===== src/rtl/keypad_pkg.sv =====
// Shared types and the keymap for the 4x4 keypad scanner.
// Codes are ASCII so a captured key can feed a display digit directly.
package keypad_pkg;

  typedef enum logic [1:0] {IDLE, PRESS, HELD, RELEASE} kp_state_t;

  typedef enum logic [1:0] {NONE, SINGLE, MULTI} scan_kind_t;

  // Indexed [row][col]; row0 is the row driven by row_n = 4'b1110.
  localparam logic [7:0] KEYMAP [0:3][0:3] = '{
    '{8'h31, 8'h32, 8'h33, 8'h41},
    '{8'h34, 8'h35, 8'h36, 8'h42},
    '{8'h37, 8'h38, 8'h39, 8'h43},
    '{8'h2A, 8'h30, 8'h23, 8'h44}
  };

  function automatic logic [7:0] key_ascii(input logic [1:0] row, input logic [1:0] col);
    return KEYMAP[row][col];
  endfunction

  function automatic logic [2:0] col_hits(input logic [3:0] low);
    logic [2:0] n;
    n = '0;
    for (int i = 0; i < 4; i++) n = n + {2'b00, low[i]};
    return n;
  endfunction

  function automatic logic [1:0] first_col(input logic [3:0] low);
    logic [1:0] idx;
    idx = '0;
    for (int i = 3; i >= 0; i--) if (low[i]) idx = 2'(i);
    return idx;
  endfunction

endpackage


===== src/rtl/keypad_debounce.sv =====
// Per-scan debounce FSM: turns a stream of scan classifications into one
// key event per press, with release debouncing and no rollover.
module keypad_debounce
  import keypad_pkg::*;
#(
  parameter int DEBOUNCE_SCANS = 4
) (
  input  logic       clk,
  input  logic       rst,
  input  logic       scan_end,
  input  scan_kind_t scan_kind,
  input  logic [7:0] scan_code,
  output logic [7:0] key_code,
  output logic       key_valid,
  output logic       key_down,
  output kp_state_t  state_dbg
);

  localparam logic [3:0] DB_TARGET = 4'(DEBOUNCE_SCANS);

  kp_state_t  state_q, state_d;
  logic [3:0] cnt_q, cnt_d;
  logic [7:0] cand_q, cand_d;
  logic [7:0] key_code_q, key_code_d;
  logic       key_valid_q, key_valid_d;
  logic       key_down_q, key_down_d;
  logic [3:0] cnt_inc;

  always_ff @(posedge clk or posedge rst) begin
    if (rst) begin
      state_q     <= IDLE;
      cnt_q       <= '0;
      cand_q      <= '0;
      key_code_q  <= '0;
      key_valid_q <= 1'b0;
      key_down_q  <= 1'b0;
    end else begin
      state_q     <= state_d;
      cnt_q       <= cnt_d;
      cand_q      <= cand_d;
      key_code_q  <= key_code_d;
      key_valid_q <= key_valid_d;
      key_down_q  <= key_down_d;
    end
  end

  // scan_end is a single-cycle strobe; scan_kind/scan_code are only
  // meaningful in that cycle and there is no back-pressure.
  always_comb begin
    state_d     = state_q;
    cnt_d       = cnt_q;
    cand_d      = cand_q;
    key_code_d  = key_code_q;
    key_valid_d = 1'b0;
    key_down_d  = key_down_q;
    cnt_inc     = cnt_q + 4'd1;

    if (scan_end) begin
      unique case (state_q)
        IDLE: begin
          if (scan_kind == SINGLE) begin
            if (DB_TARGET == 4'd1) begin
              state_d     = HELD;
              cnt_d       = '0;
              key_code_d  = scan_code;
              key_valid_d = 1'b1;
              key_down_d  = 1'b1;
            end else begin
              state_d = PRESS;
              cand_d  = scan_code;
              cnt_d   = 4'd1;
            end
          end
        end
        PRESS: begin
          if (scan_kind == SINGLE && scan_code == cand_q) begin
            if (cnt_inc == DB_TARGET) begin
              state_d     = HELD;
              cnt_d       = '0;
              key_code_d  = cand_q;
              key_valid_d = 1'b1;
              key_down_d  = 1'b1;
            end else begin
              cnt_d = cnt_inc;
            end
          end else begin
            // A different key restarts from IDLE rather than adopting it.
            state_d = IDLE;
            cnt_d   = '0;
          end
        end
        HELD: begin
          if (scan_kind == NONE) begin
            if (DB_TARGET == 4'd1) begin
              state_d    = IDLE;
              cnt_d      = '0;
              key_down_d = 1'b0;
            end else begin
              state_d = RELEASE;
              cnt_d   = 4'd1;
            end
          end
        end
        RELEASE: begin
          if (scan_kind == NONE) begin
            if (cnt_inc == DB_TARGET) begin
              state_d    = IDLE;
              cnt_d      = '0;
              key_down_d = 1'b0;
            end else begin
              cnt_d = cnt_inc;
            end
          end else begin
            state_d = HELD;
            cnt_d   = '0;
          end
        end
        default: begin
          state_d = IDLE;
          cnt_d   = '0;
        end
      endcase
    end
  end

  assign key_code  = key_code_q;
  assign key_valid = key_valid_q;
  assign key_down  = key_down_q;
  assign state_dbg = state_q;

endmodule


===== src/rtl/keypad4x4_scan.sv =====
// 4x4 matrix keypad reader: rotates the active-low row drive, synchronizes
// and samples the columns once per row slot, and classifies each full scan.
module keypad4x4_scan
  import keypad_pkg::*;
#(
  parameter int SCAN_DIV       = 50000,
  parameter int DEBOUNCE_SCANS = 4
) (
  input  logic       Clk,
  input  logic       Rst,
  output logic [3:0] row_n,
  input  logic [3:0] col_n,
  output logic [7:0] key_code,
  output logic       key_valid,
  output logic       key_down
);

  localparam int              SLOT_W    = (SCAN_DIV > 1) ? $clog2(SCAN_DIV) : 1;
  localparam logic [SLOT_W-1:0] SLOT_LAST = SLOT_W'(SCAN_DIV - 1);

  logic [3:0]        col_meta_q, col_sync_q;
  logic [SLOT_W-1:0] slot_q, slot_d;
  logic [1:0]        row_idx_q, row_idx_d;
  logic [3:0]        row_n_q, row_n_d;
  logic [1:0]        hit_cnt_q, hit_cnt_d;
  logic [7:0]        hit_code_q, hit_code_d;

  logic       slot_end, scan_end;
  logic [3:0] cols_low;
  logic [2:0] row_hits, hit_total;
  logic [1:0] hit_sat;
  logic [7:0] merged_code;
  scan_kind_t scan_kind;
  kp_state_t  deb_state;

  always_ff @(posedge Clk or posedge Rst) begin
    if (Rst) begin
      col_meta_q <= 4'b1111;
      col_sync_q <= 4'b1111;
      slot_q     <= '0;
      row_idx_q  <= 2'd0;
      row_n_q    <= 4'b1110;
      hit_cnt_q  <= 2'd0;
      hit_code_q <= 8'h00;
    end else begin
      col_meta_q <= col_n;
      col_sync_q <= col_meta_q;
      slot_q     <= slot_d;
      row_idx_q  <= row_idx_d;
      row_n_q    <= row_n_d;
      hit_cnt_q  <= hit_cnt_d;
      hit_code_q <= hit_code_d;
    end
  end

  always_comb begin
    slot_end  = (slot_q == SLOT_LAST);
    scan_end  = slot_end && (row_idx_q == 2'd3);
    cols_low  = ~col_sync_q;
    row_hits  = col_hits(cols_low);
    // Hit count saturates at 2: anything beyond one intersection is MULTI.
    hit_total = 3'(hit_cnt_q) + row_hits;
    hit_sat   = (hit_total >= 3'd2) ? 2'd2 : hit_total[1:0];
    merged_code = (row_hits == 3'd1) ? key_ascii(row_idx_q, first_col(cols_low)) : hit_code_q;

    slot_d     = slot_q + 1'b1;
    row_idx_d  = row_idx_q;
    row_n_d    = row_n_q;
    hit_cnt_d  = hit_cnt_q;
    hit_code_d = hit_code_q;
    scan_kind  = NONE;

    if (slot_end) begin
      slot_d    = '0;
      row_idx_d = row_idx_q + 2'd1;
      row_n_d   = {row_n_q[2:0], row_n_q[3]};
      if (scan_end) begin
        hit_cnt_d  = 2'd0;
        hit_code_d = 8'h00;
        unique case (hit_sat)
          2'd0:    scan_kind = NONE;
          2'd1:    scan_kind = SINGLE;
          default: scan_kind = MULTI;
        endcase
      end else begin
        hit_cnt_d  = hit_sat;
        hit_code_d = merged_code;
      end
    end
  end

  keypad_debounce #(
    .DEBOUNCE_SCANS(DEBOUNCE_SCANS)
  ) u_debounce (
    .clk       (Clk),
    .rst       (Rst),
    .scan_end  (scan_end),
    .scan_kind (scan_kind),
    .scan_code (merged_code),
    .key_code  (key_code),
    .key_valid (key_valid),
    .key_down  (key_down),
    .state_dbg (deb_state)
  );

  assign row_n = row_n_q;

  a_row_onehot_low : assert property (@(posedge Clk) disable iff (Rst) $onehot(~row_n_q));
  a_row_matches_idx : assert property (@(posedge Clk) disable iff (Rst)
    row_n_q == ~(4'b0001 << row_idx_q));
  a_down_tracks_state : assert property (@(posedge Clk) disable iff (Rst)
    key_down == (deb_state inside {HELD, RELEASE}));

endmodule


===== config.mk =====
export PLATFORM = sky130hd
export DESIGN_NAME = keypad4x4_scan
export DESIGN_NICKNAME = d
export VERILOG_FILES = /design/src/rtl/keypad_pkg.sv /design/src/rtl/keypad_debounce.sv /design/src/rtl/keypad4x4_scan.sv
export SDC_FILE = /design/constraint.sdc
export NUM_CORES = 1
export LEC_CHECK = 0
export BUFFER_PORTS_ARGS = -buffer_cell sky130_fd_sc_hd__buf_2
export CORE_UTILIZATION = 28
export DETAILED_ROUTE_END_ITERATION = 10
export MAX_ROUTING_LAYER = met4
export PLACE_DENSITY = 0.41
export SLEW_MARGIN = 15
export SYNTH_ARGS = -nofsm -noshare
export SYNTH_HDL_FRONTEND = slang
export SYNTH_SLANG_ARGS = --single-unit

===== constraint.sdc =====
create_clock -name Clk -period 3.7 [get_ports Clk]
set_input_delay 0.37 -clock Clk [delete_from_list [all_inputs] [get_ports Clk]]
set_output_delay 0.37 -clock Clk [all_outputs]
set_load 0.05 [all_outputs]

; ---- After elaboration in Yosys (flattened, before gate mapping)
; Cells that the tools add are included.
[word_totals]
regBits = 64
latchBits = 0
ramBits = 0
mem_bits_ro = 0
input_bits = 6
output_inout_bits = 14
elab_cells = 95
n_memories = 0
[op_classes]
addsub = 7
mul = 0
n_div = 0
n_lt_le_gt_ge = 3
eq_ne = 18
shift = 0
muxes = 40
bitwise = 3
n_reduce_logical = 11
[op_table]
columns = operator, count
row1 = 32-bit binary-select mux with 2-bit select, 1
row2 = 32-bit 2-to-1 mux, 2
row3 = 8-bit 2-to-1 mux, 4
row4 = 2-bit 2-to-1 mux, 14
row5 = 4-bit 2-to-1 mux, 5
row6 = 16-bit by 1-bit adder with 16-bit output (second input constant), 1
row7 = 8-bit binary-select mux with 2-bit select, 1
row8 = 16-bit == test (second input constant), 1
row9 = 16-bit 2-to-1 mux, 1
row10 = 4-bit case mux with 4 select lines, 1
row11 = 2-bit by 1-bit != test with 1-bit output (second input constant), 6
row12 = 8-bit == test, 1
row13 = 1-bit 2-to-1 mux, 8
row14 = 2-bit case mux with 4 select lines, 1
row15 = 2-bit by 1-bit == test with 1-bit output (second input constant), 3
row16 = 2-bit == test (second input constant), 3
row17 = 3-bit greater-or-equal comparator (second input constant), 2
row18 = 2-bit logical NOT, 3
row19 = 2-bit inverter with 3-bit output, 2
row20 = 3-bit AND reduction, 2
row21 = 6-bit AND reduction, 1
row22 = 5-bit AND reduction, 1
row23 = 4-bit by 1-bit adder with 4-bit output (second input constant), 1
row24 = 4-bit by 3-bit == test with 1-bit output (second input constant), 1
row25 = 15 further kinds, 16

; ---- Longest topological paths before layout
; Gate-level depths: netlist of run 1.
[logic_depth]
ltp_word = 16
ltp_mapped = 14
ltp_nobuf = 13

; ---- Hierarchy
; A second synthesis of run 1 with hierarchy kept.
[hier_totals]
cells_unflattened = 306
area_unflattened_um2 = 3281.9
[modules_own_cells]
columns = module, n_inst, cells_each, area_per_inst_um2, seq_area_each_um2
row1 = keypad4x4_scan, 1, 199, 2054.5, 1014.7
row2 = keypad_debounce, 1, 107, 1227.4, 600.6

; ---- Least setup slack after synthesis of run 1
; Ideal clock, no wire load.
[synth_timing]
kind = reg-to-reg
start = reg col_sync_q[1]
end = reg u_debounce.key_code_q[0], in the netlist u_debounce.key_code[0]
setup_time_ns = 0.125
arrival_time_ns = 3.737
t_required_ns = 3.575
slack_ns = -0.161
path_stages_with_launch = 14
cell_sequence = dfstp_2 > buf_4 > inv_1 > fa_1 > ha_1 > ha_1 > fa_1 > xnor2_1 > nor2b_1 > nand2_1 > nor3_1 > nand4b_1 > nor4_4 > mux2_2
[synth_via]
elab_chain_len = 14
elab_cells_between_ends = 24
[synth_rtl]
columns = item, line_no
row1 = "start, declared", keypad4x4_scan.sv:21  ; logic [3:0] col_meta_q, col_sync_q;
row2 = "start signal, assigned", keypad4x4_scan.sv:47  ; col_sync_q <= col_meta_q;
row3 = 4-bit inverter *, keypad4x4_scan.sv:59  ; cols_low = ~col_sync_q;
row4 = 1-bit by 1-bit adder with 2-bit output, keypad_pkg.sv:24  ; for (int i = 0; i < 4; i++) n = n + {2'b00, low[i]};
row5 = 2-bit by 1-bit adder with 3-bit output, keypad_pkg.sv:24
row6 = 3-bit by 1-bit adder with 3-bit output, keypad_pkg.sv:24
row7 = 2-bit by 3-bit adder with 3-bit output, keypad4x4_scan.sv:62  ; hit_total = 3'(hit_cnt_q) + row_hits;
row8 = 3-bit by 2-bit greater-or-equal comparator with 1-bit output, keypad4x4_scan.sv:63  ; hit_sat = (hit_total >= 3'd2) ? 2'd2 : hit_total[1:0];
row9 = 2-bit 2-to-1 mux, keypad4x4_scan.sv:63
row10 = 2-bit by 1-bit == test with 1-bit output or 2-bit logical NOT (tied branches), keypad4x4_scan.sv:80  ; unique case (hit_sat)
row11 = 2-bit case mux with 2 select lines, keypad4x4_scan.sv:80
row12 = 2-bit 2-to-1 mux, keypad4x4_scan.sv:77  ; if (scan_end) begin
row13 = 2-bit 2-to-1 mux, keypad4x4_scan.sv:73  ; if (slot_end) begin
row14 = 2-bit by 1-bit == test with 1-bit output, keypad_debounce.sv:76  ; if (scan_kind == SINGLE && scan_code == cand_q) begin
row15 = 1-bit logical AND *, keypad_debounce.sv:76
row16 = 4-bit AND reduction (no source line) *, n/a
row17 = "end signal, assigned", keypad_debounce.sv:41  ; key_code_q <= key_code_d;
row18 = "end, declared", keypad_debounce.sv:24  ; logic [7:0] key_code_q, key_code_d;
; Mark *: on every way between the ends. The rest lies on a longest branch, timed or not. The select of a mux whose other input is x is not followed.
; A chain may end at the register's enable or synchronous reset.

; ---- Worst setup path in the final report of run 1
[layout_timing]
start = reg col_sync_q[0]
end = reg u_debounce.key_code_q[3], in the netlist u_debounce.key_code[3]
; The elaborated chain is that of the path after synthesis.

==> results.ini, run 1 <==
[run_status]
status = finished, final reports clean

[floorplan]
rows = 38
fp.dieW_um = 109.6
initial_core_util = 0.2925
coreArea_um2 = 11080
dieArea_um2 = 12010
die_h_um = 109.6
ioPinCount = 20

[pwr]
p_per_area_nw_per_um2 = 427.5
ir_worst_vdd_v = 0.0002720
power.leakage_nw = 1.847

[logic_synthesis]
yosysWarnings = 0
ys.flop_type = dfrtp_1
synth.distinct_cells = 55
syn_avg_cell_area_um2 = 10.45
syn_area_um2 = 3241
synth_edf_count = 0
syn-num-nets = 328
seq_area_frac_synth = 0.4985
ys_ff_latch = 64
netlist_instances = 310
synthArstFlopShare = 1.000

[timing]
finalSetupViolCount = 0
worstMarginPinSlew_ns = 0.8132
fin_skew_ns = 0.006562
hold_violations = 0
fin_crit_ns = 3.599
fmax_mhz = 277.9
slew_headroom = 0.4521
final.period_utilization = 0.9726
finalMaxSlewViolations = 0

[critical_path]
rr_startpoint = col_sync_q[0]
cp_top_family = adder cells
startpoint_type = flip-flop
reg2reg_depth = 13
critPathCaptureType = flip-flop
crit_top_cell = ha_4
worstPathRequired_ns = 3.92
r2r_end = u_debounce.key_code[3]
reg2reg_slack_ns = 0.10
path_buf_inv = 2
critPathKind = flip-flop to flip-flop
cp_cell_sequence = inv_2, fa_1, ha_4, ha_4, fa_2, xnor2_2, nor2b_4, nand2_2, nor3_4, nand4b_1, nor4_4, clkbuf_16, mux2_4
cp_slowest_cell = dfstp_2
arrival_ns = 3.81
max_stage_delay_ns = 0.53
critPathMaxFanout = 4

[placed_design]
placed_cell_area_um2 = 3567
globalplace.congestion = 0.7775
port_buffers = 19
place_hpwl_mm = 5.246

[cts]
clock_latency_ns = 0.33
clk_pin_slew_ns = 0.05
cts_made_buffers = 9
clockBufferDepth = 2
cts.htree.levels = 3
cts_sinks = 64
cts-root-buf = clkbuf_16
cts_tree = yes

[grt]
antenna_found_initial = 0
track_usage = 0.1427
grt_max_degree = 40
grt_pass1_vias = 2372
grt_pass1_wl_mm = 12.10
overflow = 0

[routing]
ant_nets = 0
wl_per_cell_um = 15.33
post-route-drc-count = 0
dr.pass1.iters = 4
viasPerCell = 4.798
dr_total_vias = 2346
routed_wl_mm = 7.498
drtIter0Drc = 92

[final_layout]
design_area_um2 = 3995
antennaDiodeCount = 0
layout_commonest_cell = dfrtp_1
drive_above_1_share = 0.2579
fin_util = 0.3606
final_cell_mix = dfrtp_1, nand2_1, o21ai_0, buf_2, nor2_1
syn2layout_area_growth_pct = 23.28
ff_latch_area_um2 = 1615
multi_input_area_um2 = 1610
nets = 362
fillCellCount = 1141

[worst_hold_path]
holdPathEnd = col_meta_q[0]
holdPathStages = 1
min-delay-start = col_n[0]
min-delay-path-class = input port to flip-flop

[job]
drv_cap = 0

==> final cells by class <==
type | instances | share of cell area
clock inverters | 3 | 0.01002
flip-flops and latches | 64 | 0.4043
well taps | 140 | 0.04385
repair buffers | 35 | 0.06138
clock buffers | 13 | 0.06514
inverters | 13 | 0.01221
multi-input cells | 221 | 0.4031
==> sequential cells by signal, summed over array words and instances (netlist names), 2 cells and up <==
signal and cells:
hit_cnt_q 2, u_debounce.state_dbg 2, hit_code_q 8, col_sync_q 4
slot_q 16, row_idx_q 2, u_debounce.cnt_q 4, col_meta_q 4
u_debounce.cand_q 8, row_n 4, u_debounce.key_code 8
==> worst reg2reg max path: cells and delay by family (launching register included) <==
kind	cells	cell delay, ns
xor+xnor	1	0.15
buf+inv	2	0.28
flops	1	0.53
fa+ha+maj	4	1.30
mux	1	0.29
simple gates	5	0.93
==> worst max path at each step <==
stage                   from                     end  cells after the start  slack [ns]
3_5_place_dp   col_sync_q[0]  u_debounce.key_code[3]                     13        0.08
6_report       col_sync_q[0]  u_debounce.key_code[3]                     13        0.10
2_1_floorplan  col_sync_q[1]  u_debounce.key_code[0]                     13        0.07
3_3_place_gp   col_sync_q[0]  u_debounce.key_code[3]                     13        0.14
5_1_grt        col_sync_q[0]  u_debounce.key_code[0]                     13       -0.05
4_1_cts        col_sync_q[0]     u_debounce.cnt_q[0]                     12        0.04
==> metrics by stage <==
step | cells | hold WS [ns] | TNS, ns | setup WS [ns] | power (W)
global placement | 468 | 0.3462 | 0 | 0.1402 | 0.0008489
floorplan | 310 | 0.3452 | 0 | 0.06754 | 0.0008125
finish | 489 | 0.1305 | 0 | 0.1013 | 0.001708
global route | 489 | 0.1159 | -0.3106 | -0.05457 | 0.001784
CTS | 484 | 0.1193 | 0 | 0.03817 | 0.001724
detailed placement | 468 | 0.3468 | 0 | 0.08159 | 0.0008502
==> report_power, final <==
group	leakage, nW	internal [W]	total, W	switching (W)
Clock	0.150	0.000556	0.000853	0.000297
Combinational	0.856	0.0000646	0.000143	0.0000781
Sequential	0.841	0.000709	0.000712	0.00000303
Total	1.85	0.00133	0.00171	0.000379
==> synthesized netlist by cell type (2+ instances only) <==
cell	count	area share
nor4_1	2	0.0039
inv_1	13	0.015
xnor2_1	11	0.030
o211ai_1	2	0.0046
nand3b_1	2	0.0046
nand3_1	12	0.019
a22o_1	9	0.024
nand4b_1	3	0.0081
nor2_1	18	0.021
ha_1	10	0.039
a21o_1	4	0.0093
and3_1	5	0.0097
buf_4	3	0.0069
dfrtp_1	53	0.41
nor2b_1	2	0.0039
mux2i_1	4	0.012
dfstp_2	11	0.089
or3b_2	2	0.0054
a31oi_1	2	0.0039
fa_1	2	0.012
o21a_1	3	0.0069
nand2b_1	4	0.0077
o31ai_1	3	0.0069
o41ai_1	2	0.0054
and2_1	2	0.0039
or2_2	2	0.0039
nand2_1	43	0.050
clkbuf_1	7	0.0081
xor2_1	11	0.030
mux2_2	10	0.035
o21ai_0	19	0.029
a211oi_1	3	0.0069
nor3_1	6	0.0093
a21oi_1	4	0.0062
==> timing repair <==
action | 4_1_cts | 5_1_grt
resized for setup | 0 | 15
endpoints found under the setup margin | 0 | 17
setup buffers | 0 | 4
hold buffers | 0 | 0
==> kinds of logic (layout without fill, tap and decap cells) <==
family                   after synthesis  count (layout)  share of synthesized area
AND/OR/NAND/NOR                      111             111                     0.1780
flip-flops                            64              64                     0.4985
AO/OA/AOI/OAI                         62              62                     0.1328
buffers and inverters                 25              64                    0.03320
XOR/XNOR                              22              22                    0.05946
multiplexers                          14              14                    0.04711
adder cells (fa/ha/maj)               12              12                    0.05097
==> metal layers <==
| metal | wire length, µm | GRT usage |
|---|---|---|
| met1 | 3532 | 0.1746 |
| met2 | 3555 | 0.2201 |
| met3 | 278 | 0.04090 |
| met4 | 132 | 0.06000 |
| met5 | 0 | - |
Power figures use the tool's default switching activity.
==> run 2, diff against run 1 <==
--- a/config.mk
+++ b/config.mk
@@ -9,7 +9,7 @@
 export CORE_UTILIZATION = 28
 export DETAILED_ROUTE_END_ITERATION = 10
 export MAX_ROUTING_LAYER = met4
-export PLACE_DENSITY = 0.41
+export PLACE_DENSITY = 0.4
 export SLEW_MARGIN = 15
 export SYNTH_ARGS = -nofsm -noshare
 export SYNTH_HDL_FRONTEND = slang
==> constraint.sdc (replaced) <==
create_clock -name Clk -period 3.36 [get_ports Clk]
set_input_delay 0.336 -clock Clk [delete_from_list [all_inputs] [get_ports Clk]]
set_output_delay 0.336 -clock Clk [all_outputs]
set_load 0.05 [all_outputs]
==> run 2 against run 1 <==
The run now ends with negative setup slack left. Critical endpoint is now u_debounce.key_code[2]. First-iteration DRC count decreased by 1.1%. Flip-flop and latch count unchanged. Final area increased by 4.2%. Core utilization increased by 1.5 points. Critical path type unchanged. Sequential power increased by 10%. Combinational power increased by 23%. Sequential share of layout area decreased by 1.6 points. Critical path depth unchanged. Clock power increased by 29%. Cell count increased by 2.5%. Routed wire length decreased by 2.0%. Clock-buffer cell count decreased by 2.
==> results.ini, run 2 (synthesis results as in run 1) <==
[cts]
clk_pin_slew_ns = 0.05  ; about the same
cts_tree = yes
cts.htree.levels = 3  ; unchanged
cts-root-buf = clkbuf_16
cts_made_buffers = 9  ; unchanged
clockBufferDepth = 2  ; unchanged
cts_sinks = 64  ; unchanged
clock_latency_ns = 0.33  ; about the same
hold_buffers = 0  ; unchanged

[final_layout]
antennaDiodeCount = 0  ; unchanged
regMostFlops = slot_q
syn2layout_area_growth_pct = 28.42
layout_commonest_cell = dfrtp_1
largest_reg_flops = 16  ; unchanged
design_area_um2 = 4161  ; +4.2%
fin_cells = 501  ; +2.5%
fillCellCount = 1118  ; -2.0%
final_cell_mix = dfrtp_1, nand2_1, buf_4
drive_above_1_share = 0.3047  ; +0.04683
nets = 374  ; +3.3%
multi_input_area_um2 = 1634  ; +1.5%
ff_latch_area_um2 = 1615  ; unchanged

[routing]
dr_total_vias = 2367  ; +0.90%
viasPerCell = 4.725  ; -1.5%
drtIter0Drc = 91  ; -1.1%
dr.pass1.iters = 4  ; unchanged
wl_per_cell_um = 14.67  ; -4.3%
post-route-drc-count = 0  ; unchanged
routed_wl_mm = 7.348  ; -2.0%
ant_nets = 0  ; unchanged

[run_status]
violations = negative setup slack
status = finished with violations

[floorplan]
coreArea_um2 = 11080  ; unchanged
die_h_um = 109.6  ; unchanged
fp.dieW_um = 109.6  ; unchanged
rows = 38  ; unchanged
initial_core_util = 0.2925  ; unchanged
dieArea_um2 = 12010  ; unchanged
ioPinCount = 20  ; unchanged

[timing]
finalSetupViolCount = 10  ; +10
hold_violations = 0  ; unchanged
setup_tns_ns = -0.8778  ; -0.8778 ns
layout_setup_ws_ns = -0.1075  ; -0.2087 ns
worst_hold_slack_ns = 0.1022  ; -0.02834 ns
fin_skew_ns = 0.006404  ; -0.0001589 ns
finalMaxSlewViolations = 0  ; unchanged
worstMarginPinSlew_ns = 0.8238  ; +0.01060 ns
fin_crit_ns = 3.467  ; -0.1313 ns
fmax_mhz = 288.4  ; +3.8%
final.period_utilization = 1.032  ; +0.05935
slew_headroom = 0.4508  ; -0.001335
rsz0062_at_grt = yes

[critical_path]
critPathMaxFanout = 9  ; +5
critPathCaptureType = flip-flop
arrival_ns = 3.68  ; -0.13 ns
startpoint_type = flip-flop
critPathKind = flip-flop to flip-flop
worstPathRequired_ns = 3.58  ; -0.34 ns

[placed_design]
globalplace.congestion = 0.7445  ; -4.2%
port_buffers = 19  ; unchanged
placed_cell_area_um2 = 3664  ; +2.7%
dp.cells = 478  ; +2.1%
place_hpwl_mm = 5.126  ; -2.3%

[grt]
track_usage = 0.1438  ; +0.001101
grt_pass1_vias = 2387  ; +0.63%
overflow = 0  ; unchanged
grt_pass1_wl_mm = 12.45  ; +2.9%
grt_max_degree = 65  ; +63%
antenna_found_initial = 0  ; unchanged

[job]
drv_cap = 0  ; unchanged

[worst_hold_path]
min-delay-path-class = input port to flip-flop

[pwr]
ir_worst_vdd_v = 0.0002498  ; -8.2%
power.leakage_nw = 1.910  ; +3.4%
p_per_area_nw_per_um2 = 495.3  ; +16%

run 2: cell types whose count changed in the layout (fill, tap and decap cells not counted), sizes merged:
cell      delta
buf         +13
bufinv       +2
clkbuf       -3
clkinv       -1
clkinvlp     +1
run 2: what timing repair did:
item | 4_1_cts | 5_1_grt
gates resized for setup | 14 | 13
setup endpoints to repair | 20 | 21
setup buffers | 4 | 3
pin swaps | 3 | 4
run 2: where the power goes:
part           switching, W  internal, W  total [W]
clock              0.000339     0.000763    0.00110
sequential       0.00000233     0.000780   0.000783
combinational     0.0000900    0.0000864   0.000176
total              0.000431      0.00163    0.00206
run 2: final timing paths:
path	from	endpoint	cells past startpoint	slack, ns
min	col_n[2]	col_meta_q[2]	1	0.10
max reg2reg	col_sync_q[0]	u_debounce.key_code[2]	13	-0.11
max	col_sync_q[0]	u_debounce.key_code[2]	13	-0.11
max in group asynchronous	Rst	u_debounce.cand_q[4]	3	2.59
min in group asynchronous	Rst	hit_code_q[3]	3	0.25
min reg2reg	col_meta_q[3]	col_sync_q[3]	0	0.35
run 2: stage by stage:
| stage | utilization | setup WS, ns | total power [W] |
|---|---|---|---|
| after CTS | 0.3710 | -0.1515 | 0.002096 |
| after floorplan | - | -0.2029 | 0.0009003 |
| final | 0.3756 | -0.1075 | 0.002061 |
| after global placement | 0.3307 | -0.1255 | 0.0009537 |
| after global routing | 0.3756 | -0.2699 | 0.002150 |
| after detailed placement | 0.3307 | -0.1796 | 0.0009535 |
run 2: per-layer routing:
layer | global-route usage | vias up | part of all wire
met4 | 0.06000 | 0 | 0.018
met5 | - | - | 0
met3 | 0.03557 | 11 | 0.028
met2 | 0.2125 | 29 | 0.45
li1 | - | 1184 | -
met1 | 0.1876 | 1143 | 0.50
run 2: critical path, cell delays in order (launching register included):
cell,delay (ns)
dfstp_2,0.53
inv_2,0.04
fa_1,0.51
ha_4,0.19
ha_4,0.23
fa_2,0.37
xnor2_2,0.15
nor2b_4,0.17
nand2_1,0.09
nor3_2,0.14
nand4b_1,0.20
nor4_4,0.23
buf_12,0.17
mux2_2,0.32
run 2: cell type report:
class	instances	share of cell area
repair buffers	47	0.07998
multi-input cells	221	0.3927
well taps	140	0.04209
clock buffers	11	0.06073
flip-flops and latches	64	0.3882
clock inverters	5	0.02465
inverters	13	0.01173
